## src/rtl/symm_pad_source_if.sv

```systemverilog
// Handshake bundle for symm_pad_source: raw pixel input, padded pixel output.
// o_frame_cnt is present only when PADSRC_FRAME_CNT_EN is defined.
interface symm_pad_source_if;
  logic       i_valid;
  logic       o_ready;
  logic [7:0] i_x;
  logic       o_valid;
  logic       i_ready;
  logic [7:0] o_y;
  logic       o_eol;
  logic       o_eof;
`ifdef PADSRC_FRAME_CNT_EN
  logic [15:0] o_frame_cnt;
`endif

  modport master (
    output i_valid, i_x, i_ready,
    input  o_ready, o_valid, o_y, o_eol, o_eof
`ifdef PADSRC_FRAME_CNT_EN
    , input o_frame_cnt
`endif
  );

  modport slave (
    input  i_valid, i_x, i_ready,
    output o_ready, o_valid, o_y, o_eol, o_eof
`ifdef PADSRC_FRAME_CNT_EN
    , output o_frame_cnt
`endif
  );
endinterface

```

## src/rtl/symm_pad_source.sv

```systemverilog
// Frame-edge padding source: wraps an IMG_W x IMG_W raster with a PAD-wide constant border.
// Optional PADSRC_FRAME_CNT_EN adds a 16-bit count of accepted end-of-frame pixels.
module symm_pad_source #(
  parameter int         IMG_W   = 512,
  parameter int         PAD     = 1,
  parameter logic [7:0] PAD_VAL = 8'd0
) (
  input logic            clk,
  input logic            reset,
  symm_pad_source_if.slave bus
);
  localparam int STREAM_W = IMG_W + 2 * PAD;
  localparam int CW       = $clog2(STREAM_W);
  localparam logic [CW-1:0] LAST     = CW'(STREAM_W - 1);
  localparam logic [CW-1:0] PAD_M1   = CW'(PAD - 1);
  localparam logic [CW-1:0] PIX_LAST = CW'(PAD + IMG_W - 1);

  typedef enum logic [2:0] {
    S_IDLE, S_TOP, S_LEFT, S_PIX, S_RIGHT, S_BOT
  } state_t;

  state_t        state, state_n;
  logic [CW-1:0] row, col;
  logic          advance, emit, ready_c;
  logic [7:0]    val;
  logic          valid_r, eol_r, eof_r;
  logic [7:0]    y_r;

  assign advance = ~valid_r | bus.i_ready;

  always_comb begin
    state_n = state;
    emit    = 1'b0;
    ready_c = 1'b0;
    val     = PAD_VAL;
    case (state)
      S_IDLE: begin
        if (bus.i_valid) state_n = S_TOP;
      end
      S_TOP: begin
        emit = advance;
        if (advance && col == LAST && row == PAD_M1) state_n = S_LEFT;
      end
      S_LEFT: begin
        emit = advance;
        if (advance && col == PAD_M1) state_n = S_PIX;
      end
      S_PIX: begin
        ready_c = advance;
        emit    = advance & bus.i_valid;
        val     = bus.i_x;
        if (emit && col == PIX_LAST) state_n = S_RIGHT;
      end
      S_RIGHT: begin
        emit = advance;
        if (advance && col == LAST) state_n = (row == PIX_LAST) ? S_BOT : S_LEFT;
      end
      S_BOT: begin
        emit = advance;
        if (advance && col == LAST && row == LAST) state_n = S_IDLE;
      end
      default: state_n = S_IDLE;
    endcase
  end

  always_ff @(posedge clk or posedge reset) begin
    if (reset) state <= S_IDLE;
    else       state <= state_n;
  end

  // Counters track the position of the pixel being emitted, so they move only with emit.
  always_ff @(posedge clk or posedge reset) begin
    if (reset) begin
      row <= '0;
      col <= '0;
    end else if (emit) begin
      if (col == LAST) begin
        col <= '0;
        row <= (row == LAST) ? '0 : row + 1'b1;
      end else begin
        col <= col + 1'b1;
      end
    end
  end

  always_ff @(posedge clk or posedge reset) begin
    if (reset) begin
      valid_r <= 1'b0;
      y_r     <= '0;
      eol_r   <= 1'b0;
      eof_r   <= 1'b0;
    end else if (advance) begin
      valid_r <= emit;
      if (emit) begin
        y_r   <= val;
        eol_r <= (col == LAST);
        eof_r <= (col == LAST) && (row == LAST);
      end
    end
  end

  assign bus.o_ready = ready_c;
  assign bus.o_valid = valid_r;
  assign bus.o_y     = y_r;
  assign bus.o_eol   = eol_r;
  assign bus.o_eof   = eof_r;

`ifdef PADSRC_FRAME_CNT_EN
  logic [15:0] frame_cnt;

  always_ff @(posedge clk or posedge reset) begin
    if (reset) frame_cnt <= '0;
    else if (valid_r && bus.i_ready && eof_r) frame_cnt <= frame_cnt + 16'd1;
  end

  assign bus.o_frame_cnt = frame_cnt;
`endif
endmodule

```

## src/flat_wrapper.sv

```systemverilog
// flat-port wrapper written by rule: the top's interface ports become plain ports
module symm_pad_source_flat 
#(
  parameter int         IMG_W   = 512,
  parameter int         PAD     = 1,
  parameter logic [7:0] PAD_VAL = 8'd0
)
  (clk, reset, bus_i_valid, bus_i_x, bus_i_ready, bus_o_ready, bus_o_valid, bus_o_y, bus_o_eol, bus_o_eof);
  symm_pad_source_if bus_i ();
  input logic clk;
  input logic reset;
  input wire logic [$bits(bus_i.i_valid)-1:0] bus_i_valid;
  input wire logic [$bits(bus_i.i_x)-1:0] bus_i_x;
  input wire logic [$bits(bus_i.i_ready)-1:0] bus_i_ready;
  output wire logic [$bits(bus_i.o_ready)-1:0] bus_o_ready;
  output wire logic [$bits(bus_i.o_valid)-1:0] bus_o_valid;
  output wire logic [$bits(bus_i.o_y)-1:0] bus_o_y;
  output wire logic [$bits(bus_i.o_eol)-1:0] bus_o_eol;
  output wire logic [$bits(bus_i.o_eof)-1:0] bus_o_eof;
  assign bus_i.i_valid = bus_i_valid;
  assign bus_i.i_x = bus_i_x;
  assign bus_i.i_ready = bus_i_ready;
  assign bus_o_ready = bus_i.o_ready;
  assign bus_o_valid = bus_i.o_valid;
  assign bus_o_y = bus_i.o_y;
  assign bus_o_eol = bus_i.o_eol;
  assign bus_o_eof = bus_i.o_eof;
  symm_pad_source #(.IMG_W(IMG_W), .PAD(PAD), .PAD_VAL(PAD_VAL)) u_core (.clk(clk), .reset(reset), .bus(bus_i));
endmodule
```

## config.mk

```make
export PLATFORM = sky130hd
export DESIGN_NAME = symm_pad_source_flat
export DESIGN_NICKNAME = d
export VERILOG_FILES = /design/src/rtl/symm_pad_source_if.sv /design/src/rtl/symm_pad_source.sv /design/src/flat_wrapper.sv
export SDC_FILE = /design/constraint.sdc
export NUM_CORES = 1
export LEC_CHECK = 0
export CAP_MARGIN = 20
export CORE_UTILIZATION = 54
export CTS_CLUSTER_DIAMETER = 80
export DETAILED_ROUTE_END_ITERATION = 12
export GPL_TIMING_DRIVEN = 1
export HOLD_SLACK_MARGIN = 0.02
export PLACE_DENSITY_LB_ADDON = 0.2
export SLEW_MARGIN = 20
export SYNTH_ARGS = -nofsm -noshare
export SYNTH_HDL_FRONTEND = slang
export SYNTH_SLANG_ARGS = --single-unit
```

## constraint.sdc

```tcl
create_clock -name clk -period 2.3 [get_ports clk]
set_clock_uncertainty 0.1 [all_clocks]
set_input_delay 0.345 -clock clk [delete_from_list [all_inputs] [get_ports clk]]
set_output_delay 0.345 -clock clk [all_outputs]
set_load 0.01 [all_outputs]
```

==> results of run 1 <==
[path summary, 6_finish.rpt]
kind / start / end / cells after the start
worst min register to register: u_core.col[7] / u_core.col[7] / 1
min in group clk: u_core.col[7] / u_core.col[7] / 1
worst max-delay path: u_core.state[0] / bus_o_ready / 4
max in group asynchronous: reset / u_core.state[0] / 3
worst max register to register: u_core.col[2] / u_core.row[5] / 5
worst min-delay path: reset / u_core.col[1] / 3
[power by group]
group	internal, uW	total (uW)	switching [uW]
Clock	147	354	207
Combinational	159	326	168
Sequential	660	713	52.2
[per-layer routing]
metal	part of all wire, %	global-route usage (%)	routed length [um]
met5	0	0	0
met4	1.2	10.5	48
met3	3.4	5.68	138
met2	52	44.1	2110
met1	44	30.3	1800
[cells in the final DEF, fill, tap and decap left out, types with 3 or more instances in the layout]
cell type / n
a22o_1: 8
a31oi_1: 3
and3_1: 4
buf_4: 12
clkbuf_4: 5
clkdlybuf4s50_1: 23
dfrtp_1: 32
ha_1: 6
inv_1: 11
nand2_1: 17
nand3_1: 11
nand4_1: 8
nor2_1: 10
nor3_1: 10
o21ai_0: 9
or3_1: 6
xnor2_1: 4
xor2_1: 9
[cells in the mapped netlist, types with 2 or more instances]
master / instances / share of area, %
or3_1: 6 / 2.1
o21ai_0: 9 / 2.5
nand2_1: 17 / 3.6
nand4_1: 8 / 2.8
nor3_1: 10 / 2.8
clkbuf_1: 4 / 0.85
or4_1: 2 / 0.85
xor2_1: 9 / 4.5
a22o_1: 8 / 4.0
and3_1: 4 / 1.4
nand3_1: 11 / 3.1
a21oi_1: 2 / 0.57
xnor2_1: 4 / 2.0
ha_1: 6 / 4.2
inv_1: 11 / 2.3
dfrtp_1: 34 / 48
nor2b_1: 3 / 1.1
nor2_1: 10 / 2.1
a31oi_1: 3 / 1.1
[worst register-to-register path: cells and delay by family (launching register included)]
kind / cells / cell delay [ps]
simple gates: 4 / 1450
flops: 1 / 410
xor+xnor: 1 / 180
[registers in the layout, summed over array words and instances, names as in the netlist]
register and cells:
u_core.col 10, u_core.row 10, u_core.bus.o_y 8, u_core.state 3, u_core.bus.o_eof 1, u_core.bus.o_eol 1
u_core.bus.o_valid 1
[cell type report]
| cell class | instances | area (um^2) | area share (%) |
|---|---|---|---|
| repair buffers | 35 | 320 | 14.5 |
| clock buffers | 6 | 51.3 | 2.32 |
| well taps | 44 | 55.1 | 2.49 |
| flip-flops and latches | 34 | 853 | 38.6 |
| clock inverters | 2 | 12.5 | 0.567 |
| inverters | 11 | 41.3 | 1.87 |
| multi-input cells | 131 | 875 | 39.6 |
[what timing repair did]
item,4_1_cts,5_1_grt
gates resized for setup,2,6
setup buffers,0,2
endpoints found under the setup margin,1,6
hold buffers,0,0
pin swaps,0,0
[cell families (layout without fill, tap and decap cells)]
kind of cell	after synthesis	after routing	share of synthesized area, %
and+or+nand+nor	82	82	26.1
DFF	34	34	48.2
AOI/OAI and AO/OA	30	30	11.6
adders and majority gates	6	6	4.25
xor gates and xnor gates	13	13	6.44
buffers and inverters	16	54	3.47
[per-stage QoR]
stage               cells  total power [uW]  utilization, %  worst slack (ps)  hold slack, ps
floorplan             181               892               -               192             347
global placement      253              1030            68.5              88.1             367
CTS                   261              1400            70.7              38.9             311
global route          263              1470            71.7             -48.1             350
finish                263              1390            71.7              70.4             294
detailed placement    253              1040            68.5             -24.5             369
==> impl_metrics.toml, run 1 <==
[outcome]
status = "finished clean"

[sta]
rsz0062_at_grt = "true"
setup_viol = 0
slew_headroom_pct = 39.4
report.final.hold_viol_count = 0
slew_viol_final = 0
fin_tns_setup_ps = 0
fin_crit_sh_pct = 96.9
post-route-min-period_ps = 2230
fmax_ghz = 0.449
tightestPinTransition_ps = 901

[die]
core-area_um2 = 3080
die_h_um = 59.2
die_x_um = 59.2
ios = 24
rows = 20
die-area_um2 = 3500
initial_utilization_pct = 57.4

[clocking]
cts_root_buffer = "clkbuf_4"
clk_latency_ps = 330
cts_buffer_depth = 2
clkTransAtPathRegs_ps = 110
cts_tree = "yes"
cts_sinks = 34
numCtsBuffers = 5
cts-htree-levels = 2

[worst_setup_path]
slowest_stage = "clkdlybuf4s50_1"
criticalPathCategory = "register to output pin"
critPathCaptureType = "output pin"
crit_chain = "nor2b_2 -> nand2_1 -> nor2_1 -> clkdlybuf4s50_1"
arrival_ps = 1780
rrSetupSlack_ps = 90
slowest_delay_ps = 550
cp.required_ps = 1860
worstSetupStartpointType = "register"
critPathMaxFanout = 7
crit_family = "buffers and inverters"
cp.buffers_inverters = 1

[yosys]
syn_nets = 199
synth_flop_cell = "dfrtp_1"
seq_area_frac_synth_pct = 48.2
ys_ff_latch = 34
post_synth_num_cell_types = 39
synth_edf_count = 0
yosysWarnings = 0
syn_avg_cell_area_um2 = 9.76
synth_area_um2 = 1770
async_reset_ff_share_pct = 100
syn_inst = 181

[route]
drc = 0
vias = 1497
first_pass_iters = 4
wl_per_cell_um = 15.5
final_antenna_net_count = 0
totalWireLength_um = 4090
drt_iter0_markers = 49
vias_per_cell = 5.69

[global_route]
grt_pass1_wl_um = 6590
grt.total_usage_pct = 25.5
grt_pass1_vias = 1528
overflow = 0
grt_start_max_net_pins = 35
grt_antenna_before_repair = 0

[finish]
fin_nets = 236
drive_gt1_share_pct = 15.5
syn2layout_area_growth_pct = 25.0
fillers = 242
final_area_um2 = 2210
antenna_cells = 0

[power]
power_density_nw_per_um2 = 631
p_leak_uw = 0.00104
peakVddDrop_v = 0.000535

[flow_run]
maxCapViolCount = 0

[place]
gp_congestion = 0.908
portBuffers = 23
postPlaceCellArea_um2 = 2110
hpwl_um = 2980

[min_path]
hold_path.class = "input pin to asynchronous set/reset pin"
Note: power is estimated with default switching activity, not from simulation.
==> run 2: changes to the inputs <==
Settings changed: CTS_CLUSTER_DIAMETER 80 to unset, SKIP_CTS_REPAIR_TIMING set to 1.
==> impl_metrics.toml, run 2 (same netlist as run 1, synthesis figures left out) <==
[route]
vias = 1503
wl_per_cell_um = 15.5
vias_per_cell = 5.76
drc = 0
final_antenna_net_count = 0
drt_iter0_markers = 50
totalWireLength_um = 4050
first_pass_iters = 4

[global_route]
grt_antenna_before_repair = 0
overflow = 0
grt_start_max_net_pins = 35
use_met2_pct = 44.1
grt.total_usage_pct = 25.5
grtUsageMet3_pct = 5.68
grt_pass1_vias = 1528
gr-max-usage-layer = "met2"
grt_pass1_wl_um = 6590
use_met1_pct = 30.3

[power]
p_leak_uw = 0.00104
peakVddDrop_v = 0.000533
power_density_nw_per_um2 = 634

[clocking]
cts-htree-levels = 2
cts_buffer_depth = 2
numCtsBuffers = 5
cts_sinks = 34
clkTransAtPathRegs_ps = 110
cts_root_buffer = "clkbuf_4"
clk_latency_ps = 330
cts_tree = "yes"

[die]
rows = 20
die_h_um = 59.2
die_x_um = 59.2
initial_utilization_pct = 57.4
die-area_um2 = 3500
core-area_um2 = 3080
ios = 24

[min_path]
hold_path.class = "input pin to asynchronous set/reset pin"

[sta]
slew_viol_final = 0
tightestPinTransition_ps = 965
fmax_ghz = 0.451
fin_ws_ps = 81.9
slew_headroom_pct = 35.2
fin_tns_setup_ps = 0
whs_ps = 301
fin_crit_sh_pct = 96.4
rsz0062_at_grt = "true"
setup_viol = 0
post-route-min-period_ps = 2220
report.final.hold_viol_count = 0

[flow_run]
maxCapViolCount = 0

[place]
pre_cts_slack_ps = -24.5
hpwl_um = 2980
dpl.cell_count = 253
postPlaceCellArea_um2 = 2110
portBuffers = 23
gp_congestion = 0.908

[worst_setup_path]
critPathMaxFanout = 6
rr_startpoint = "u_core.col[2]"
criticalPathCategory = "register to register"
critPathCaptureType = "register"
cp.required_ps = 2450
arrival_ps = 2370
startpoint = "u_core.col[2]"
worstSetupStartpointType = "register"
rrSetupSlack_ps = 80

[finish]
final_area_um2 = 2190
fin_cells = 261
fin_nets = 234
syn2layout_area_growth_pct = 24.1
layout_common_cells = "32 x dfrtp_1, 22 x clkdlybuf4s50_1, 17 x nand2_1"
antenna_cells = 0
final_common_cell = "dfrtp_1"
drive_gt1_share_pct = 14.3

[outcome]
status = "finished clean"
==> run 2: critical path, stage by stage (launching register included) <==
cell and delay [ps]:
dfrtp_1 410, or4_4 590, nor4_4 270, nand4_1 280, nor3_1 310, xor2_1 180
==> run 2: report_power, final <==
part / internal (uW) / switching, uW
Combinational: 158 / 168
Sequential: 660 / 52.2
Clock: 147 / 206
Total: 965 / 426
==> run 2: final cells by class <==
| class | instances | area [um^2] |
|---|---|---|
| fill | 243 | 885 |
| multi-input combinational | 131 | 872 |
| sequential | 34 | 853 |
| timing repair buffer | 33 | 308 |
| tap | 44 | 55.1 |
| clock buffer | 6 | 51.3 |
| inverter | 11 | 41.3 |
| clock inverter | 2 | 12.5 |
==> run 2: final timing paths <==
| kind | cells past startpoint | endpoint |
|---|---|---|
| min in group clk | 1 | u_core.col[7] |
| worst max-delay path | 5 | u_core.row[5] |
| worst min register to register | 1 | u_core.col[7] |
| max in group asynchronous | 3 | u_core.state[0] |
| worst min-delay path | 3 | u_core.bus.o_valid |
| worst max register to register | 5 | u_core.row[5] |
==> run 2: metrics by stage <==
step / power [uW] / util, %
CTS: 1400 / 70.5
detailed placement: 1040 / 68.5
floorplan: 892 / -
global route: 1470 / 71.3
finish: 1390 / 71.3
global placement: 1030 / 68.5
==> run 2: metal layers <==
| metal | up-vias | share of wire, % |
|---|---|---|
| li1 | 724 | - |
| met1 | 723 | 43 |
| met2 | 50 | 52 |
| met3 | 6 | 4.3 |
| met4 | 0 | 1.1 |
| met5 | - | 0 |
